--- src/rtl/axi_tlb_pkg.sv ---
// Shared constants and page arithmetic for the AXI TLB lookup pipes.
package axi_tlb_pkg;

    localparam int PageOffsetWidth = 12;
    localparam int MaxPageWidth    = 64;

    // Page numbers are carried at a fixed wide width; callers truncate,
    // so the result wraps modulo the caller's page-number width.
    function automatic logic [MaxPageWidth-1:0] page_translate(
        input logic [MaxPageWidth-1:0] first,
        input logic [MaxPageWidth-1:0] base,
        input logic [MaxPageWidth-1:0] page
    );
        return base + (page - first);
    endfunction

endpackage

--- src/rtl/axi_tlb_lookup_chan.sv ---
// One lookup pipe: range match, lowest-index priority and a 1-deep result register.
// Optional multi-hit reporting under AXI_TLB_LOOKUP_MULTIHIT_EN.
module axi_tlb_lookup_chan
    import axi_tlb_pkg::*;
#(
    parameter int  InpAddrWidth  = 32,
    parameter int  OupAddrWidth  = 48,
    parameter int  NumEntries    = 4,
    parameter bit  ReadOnlyCheck = 1'b0,
    parameter type res_t         = logic [OupAddrWidth:0],
    parameter type entry_t       = logic [2*(InpAddrWidth-12)+(OupAddrWidth-12)+1:0]
) (
    input  logic                         clk_i,
    input  logic                         rst_ni,
    input  logic [InpAddrWidth-1:0]      req_addr_i,
    input  logic                         req_valid_i,
    output logic                         req_ready_o,
    output res_t                         res_o,
    output logic                         res_valid_o,
    input  logic                         res_ready_i,
`ifdef AXI_TLB_LOOKUP_MULTIHIT_EN
    output logic                         multihit_o,
`endif
    input  entry_t [NumEntries-1:0]      entries_i,
    input  logic                         bypass_i
);

    localparam int PageWidth = InpAddrWidth - PageOffsetWidth;
    localparam int BaseWidth = OupAddrWidth - PageOffsetWidth;

    typedef struct packed {
        logic [PageWidth-1:0] first;
        logic [PageWidth-1:0] last;
        logic [BaseWidth-1:0] base;
        logic                 read_only;
        logic                 valid;
    } entry_s;

    typedef struct packed {
        logic                    hit;
        logic [OupAddrWidth-1:0] addr;
    } res_s;

    logic [PageWidth-1:0]  page;
    logic [NumEntries-1:0] match;
    entry_s                ent [NumEntries];
    logic [PageWidth-1:0]  sel_first;
    logic [BaseWidth-1:0]  sel_base;
    logic [BaseWidth-1:0]  xlat_page;
    logic                  found;
    logic                  force_miss;
    logic                  full_q;
    logic                  req_fire;
    res_s                  res_d, res_q;

    assign page = req_addr_i[InpAddrWidth-1:PageOffsetWidth];

    for (genvar i = 0; i < NumEntries; i++) begin : g_match
        assign ent[i]   = entry_s'(entries_i[i]);
        assign match[i] = ent[i].valid && !(ReadOnlyCheck && ent[i].read_only) &&
                          (ent[i].first <= page) && (page <= ent[i].last);
    end

`ifdef AXI_TLB_LOOKUP_MULTIHIT_EN
    logic multi;
    logic multi_q;
    // More than one bit set iff clearing the lowest set bit leaves something.
    assign multi      = |(match & (match - NumEntries'(1)));
    assign force_miss = multi;
`else
    assign force_miss = 1'b0;
`endif

    always_comb begin
        sel_first = '0;
        sel_base  = '0;
        found     = 1'b0;
        for (int i = 0; i < NumEntries; i++) begin
            if (match[i] && !found) begin
                sel_first = ent[i].first;
                sel_base  = ent[i].base;
                found     = 1'b1;
            end
        end
        xlat_page = BaseWidth'(page_translate(MaxPageWidth'(sel_first),
                                              MaxPageWidth'(sel_base),
                                              MaxPageWidth'(page)));
        res_d = '0;
        if (bypass_i) begin
            res_d.hit  = 1'b1;
            res_d.addr = OupAddrWidth'(req_addr_i);
        end else if (found && !force_miss) begin
            res_d.hit  = 1'b1;
            res_d.addr = {xlat_page, req_addr_i[PageOffsetWidth-1:0]};
        end
    end

    assign req_ready_o = !full_q || res_ready_i;
    assign req_fire    = req_valid_i && req_ready_o;

    always_ff @(posedge clk_i or negedge rst_ni) begin
        if (!rst_ni) begin
            full_q <= 1'b0;
            res_q  <= '0;
        end else if (req_fire) begin
            full_q <= 1'b1;
            res_q  <= res_d;
        end else if (res_ready_i) begin
            full_q <= 1'b0;
        end
    end

`ifdef AXI_TLB_LOOKUP_MULTIHIT_EN
    always_ff @(posedge clk_i or negedge rst_ni) begin
        if (!rst_ni)       multi_q <= 1'b0;
        else if (req_fire) multi_q <= multi && !bypass_i;
    end
    assign multihit_o = full_q && multi_q;
`endif

    assign res_valid_o = full_q;
    assign res_o       = res_t'(res_q);

endmodule

--- src/rtl/axi_tlb_lookup.sv ---
// Write and read address-translation lookup pipes for the AXI TLB.
// Define AXI_TLB_LOOKUP_MULTIHIT_EN to add wr_multihit_o/rd_multihit_o.
module axi_tlb_lookup
    import axi_tlb_pkg::*;
#(
    parameter int  InpAddrWidth = 32,
    parameter int  OupAddrWidth = 48,
    parameter int  NumEntries   = 4,
    parameter type res_t        = logic [OupAddrWidth:0],
    parameter type entry_t      = logic [2*(InpAddrWidth-12)+(OupAddrWidth-12)+1:0]
) (
    input  logic                    clk_i,
    input  logic                    rst_ni,
    input  logic                    test_en_i,
    input  logic [InpAddrWidth-1:0] wr_req_addr_i,
    input  logic                    wr_req_valid_i,
    output logic                    wr_req_ready_o,
    output res_t                    wr_res_o,
    output logic                    wr_res_valid_o,
    input  logic                    wr_res_ready_i,
    input  logic [InpAddrWidth-1:0] rd_req_addr_i,
    input  logic                    rd_req_valid_i,
    output logic                    rd_req_ready_o,
    output res_t                    rd_res_o,
    output logic                    rd_res_valid_o,
    input  logic                    rd_res_ready_i,
`ifdef AXI_TLB_LOOKUP_MULTIHIT_EN
    output logic                    wr_multihit_o,
    output logic                    rd_multihit_o,
`endif
    input  entry_t [NumEntries-1:0] entries_i,
    input  logic                    bypass_i
);

    logic unused_test_en;
    assign unused_test_en = test_en_i;

    // Writes must not land on read-only pages; reads may.
    axi_tlb_lookup_chan #(
        .InpAddrWidth (InpAddrWidth),
        .OupAddrWidth (OupAddrWidth),
        .NumEntries   (NumEntries),
        .ReadOnlyCheck(1'b1),
        .res_t        (res_t),
        .entry_t      (entry_t)
    ) i_wr (
        .clk_i      (clk_i),
        .rst_ni     (rst_ni),
        .req_addr_i (wr_req_addr_i),
        .req_valid_i(wr_req_valid_i),
        .req_ready_o(wr_req_ready_o),
        .res_o      (wr_res_o),
        .res_valid_o(wr_res_valid_o),
        .res_ready_i(wr_res_ready_i),
`ifdef AXI_TLB_LOOKUP_MULTIHIT_EN
        .multihit_o (wr_multihit_o),
`endif
        .entries_i  (entries_i),
        .bypass_i   (bypass_i)
    );

    axi_tlb_lookup_chan #(
        .InpAddrWidth (InpAddrWidth),
        .OupAddrWidth (OupAddrWidth),
        .NumEntries   (NumEntries),
        .ReadOnlyCheck(1'b0),
        .res_t        (res_t),
        .entry_t      (entry_t)
    ) i_rd (
        .clk_i      (clk_i),
        .rst_ni     (rst_ni),
        .req_addr_i (rd_req_addr_i),
        .req_valid_i(rd_req_valid_i),
        .req_ready_o(rd_req_ready_o),
        .res_o      (rd_res_o),
        .res_valid_o(rd_res_valid_o),
        .res_ready_i(rd_res_ready_i),
`ifdef AXI_TLB_LOOKUP_MULTIHIT_EN
        .multihit_o (rd_multihit_o),
`endif
        .entries_i  (entries_i),
        .bypass_i   (bypass_i)
    );

endmodule

--- config.mk ---
export PLATFORM = sky130hd
export DESIGN_NAME = axi_tlb_lookup
export DESIGN_NICKNAME = d
export VERILOG_FILES = /design/src/rtl/axi_tlb_pkg.sv /design/src/rtl/axi_tlb_lookup_chan.sv /design/src/rtl/axi_tlb_lookup.sv
export SDC_FILE = /design/constraint.sdc
export NUM_CORES = 1
export LEC_CHECK = 0
export ABC_AREA = 1
export BUFFER_PORTS_ARGS = -buffer_cell sky130_fd_sc_hd__buf_2
export CAP_MARGIN = 5
export CELL_PAD_IN_SITES_DETAIL_PLACEMENT = 0
export CELL_PAD_IN_SITES_GLOBAL_PLACEMENT = 1
export CORE_MARGIN = 5
export CORE_UTILIZATION = 30
export DETAILED_ROUTE_END_ITERATION = 7
export PLACE_DENSITY_LB_ADDON = 0.3
export SLEW_MARGIN = 20
export SYNTH_ARGS = -nofsm -noshare
export SYNTH_HDL_FRONTEND = slang
export SYNTH_SLANG_ARGS = --single-unit
--- constraint.sdc ---
create_clock -name clk_i -period 1.2 [get_ports clk_i]
set_input_delay 0.12 -clock clk_i [delete_from_list [all_inputs] [get_ports clk_i]]
set_output_delay 0.12 -clock clk_i [all_outputs]
set_load 0.01 [all_outputs]
==> metrics.cfg <==
[timing]
clock_skew_ps=7.69
max_slew_margin_pct=42.4
min_period_ps=5160
setup-tns-final_ps=-285380
final-setup-viol-count=98
report.final.slew_viol_count=0
fmax_mhz=194
holdWs_ps=7.10
worst_slack_ps=-3960
rsz0062_at_grt=true
worst_slew_pin_slew_ps=855
finalHoldViolCount=0
period_share_pct=430

[routing]
firstDrtPassIters=6
drcViolationCount=0
wire_per_inst_um=20.2
drtAntennaViolNets=0
vias=28100
drt_iter0_drc=1592
totalWireLength_mm=115
vias_per_cell=4.94

[clock_tree]
cts_tree=built
cts_buffer_depth=2
cts_made_buffers=9
clkLatencyLatePin_ps=390
clk_pin_slew_ps=80
htree_levels=3
clockRootBuffer=clkbuf_16
cts_num_sinks=100

[pwr]
leakagePower_uw=0.0197
power_density_nw_per_um2=1140
p_total_uw=43500
peakVddDrop_mv=0.907

[floorplan]
die_w_um=275
rows=97
die-area_sq_um=75700
dieHeight_um=275
ios=486
fp.coreArea_sq_um=69900
initial_core_util_pct=30.2

[worst_setup_path]
slowest_delay_ps=360
worst-path-buf-inv=10
reg2reg_from=i_wr.res_valid_o$_DFFE_PN0P_
critPathSlowestCell=ha_1
crit_fanout=8
crit_type=in -> reg
start_kind=input port
cp.required_ps=1520
cp-startpoint=entries_i[74]
crit_family=compound AO/OA/AOI/OAI gates
end_kind=register
crit_arrival_ps=5470

[synth]
synth_top_family_by_area=adder cells
synthTopCellsByArea=ha_1 (26%), nand2_1 (14%), dfrtp_1 (12%), inv_1 (9.8%), a21oi_1 (6.8%)
async_reset_ff_share_pct=100
synth_seq_cells=100
syn_nets=4134
synth_cell_types=54
ys_seq_area_share_pct=11.9
avgSynthCellArea_sq_um=6.36
synth_simple_gate_area_share_pct=25.7
synth_edf_count=0
synth.top_cell.area_share_pct=25.5
ys.warnings.count=0
synth_adder_area_share_pct=25.9
syn_inst=3316
ys.flop_type=dfrtp_1
synth.area.mux_share_pct=0
synth_area_sq_um=21100
synth_xor_area_share_pct=3.49
yosysTopAreaCell=ha_1
synth_compound_area_share_pct=21.1

[min_path]
hp-start=wr_req_addr_i[0]
hold_path.class=in -> reg

[grt]
grtUsageTotal_pct=28.3
grt_first_pass_wirelength_mm=164
grt_start_max_net_pins=39
grt_pass1_vias=27400
antenna_found_initial=23
overflow=0

[place]
dpl_cell_area_sq_um=31100
place_congestion=0.981
dp.final_hpwl_mm=95.3
port-buffer-count=484

[cells_and_area]
fin_area_sq_um=38200
final_cell_mix=buf_4 (828), nand2_1 (608), inv_1 (462)
syn_to_final_growth_pct=81.1
nets=5550
drive_above_1_share_pct=49.4
final_common_cell=buf_4

[run_status]
status=finished with violations
violations=setup timing

[run]
drv_cap=0

synthesized netlist by cell type (7+ instances only):
| master | count |
|---|---|
| a21o_1 | 24 |
| a21oi_1 | 288 |
| a22oi_1 | 9 |
| a31oi_1 | 13 |
| buf_2 | 19 |
| buf_4 | 7 |
| buf_6 | 13 |
| clkbuf_1 | 24 |
| dfrtp_1 | 100 |
| ha_1 | 430 |
| inv_1 | 551 |
| inv_2 | 10 |
| nand2_1 | 779 |
| nand2_2 | 11 |
| nand3_1 | 84 |
| nand4_1 | 18 |
| nor2_1 | 348 |
| nor2_2 | 22 |
| nor3_1 | 14 |
| nor4_1 | 9 |
| o211ai_1 | 39 |
| o21ai_0 | 166 |
| o21ai_1 | 52 |
| o21ai_2 | 25 |
| o21bai_1 | 9 |
| o221ai_1 | 26 |
| o22ai_1 | 79 |
| xnor2_1 | 38 |
| xor2_1 | 46 |
layer usage:
layer	track usage, %	vias to the layer above	routed length, um
li1	-	13800	-
met1	35.5	13100	47400
met2	49.6	975	55400
met3	4.40	209	7390
met4	9.30	24	4640
met5	0	-	154
what timing repair did:
action                     in CTS  in global routing
hold endpoints to repair       40                  0
setup buffers                 122                 60
setup endpoints to repair      99                100
hold buffers                   24                  0
pin swaps                     307                274
gates resized for setup       719                354
cloned                          3                  1
registers in the layout (all words and copies together) (netlist names):
name	cells
i_rd.res_o	49
i_rd.res_valid_o	1
i_wr.res_o	49
i_wr.res_valid_o	1
layout make-up:
class	instances	area [sq um]
Fill cell	6851	31700
Inverter	562	2210
Clock inverter	7	57.6
Sequential cell	100	2500
Antenna cell	11	27.5
Multi-Input combinational cell	2591	21000
Tap cell	940	1180
Timing Repair Buffer	1468	11000
Clock buffer	9	225
worst register-to-register path, cell delays in order, from the launching register on:
cell,delay (ps)
dfrtp_1,400
nand2_2,80
nand2_2,90
buf_4,200
inv_1,80
nand2_1,310
o221ai_1,310
cell families after synthesis:
logic type	Yosys count
xor+xnor	84
buf+inv	626
flops	100
compound gates	763
fa+ha+maj	434
simple gates	1309
stage by stage:
stage | utilization (%) | worst slack (ps) | cells
floorplan | - | -3600 | 3316
global placement | 44.5 | -4820 | 5458
detailed placement | 44.5 | -4860 | 5458
CTS | 51.4 | -3930 | 5620
global route | 54.6 | -4200 | 5680
finish | 54.6 | -3960 | 5688
final timing paths:
path                                                    to  slack [ps]  cells after the start
max in group asynchronous       i_rd.res_o[44]$_DFFE_PN0P_         390                      3
min in group asynchronous       i_rd.res_o[35]$_DFFE_PN0P_         210                      2
worst min register to register   i_rd.res_o[6]$_DFFE_PN0P_         480                      2
worst min-delay path             i_wr.res_o[0]$_DFFE_PN0P_           7                      3
worst max-delay path            i_wr.res_o[31]$_DFFE_PN0P_       -3960                     35
worst max register to register  i_wr.res_o[18]$_DFFE_PN0P_        -360                      6
power by group:
part	internal (uW)	leakage (uW)	total, uW	switching, uW
logic	17400	0.0182	35900	18500
registers	4070	0.00129	4500	430
clock network	1440	0.000134	3080	1630
total	22900	0.0197	43500	20600
No activity file was read; power rests on OpenSTA's default activity.
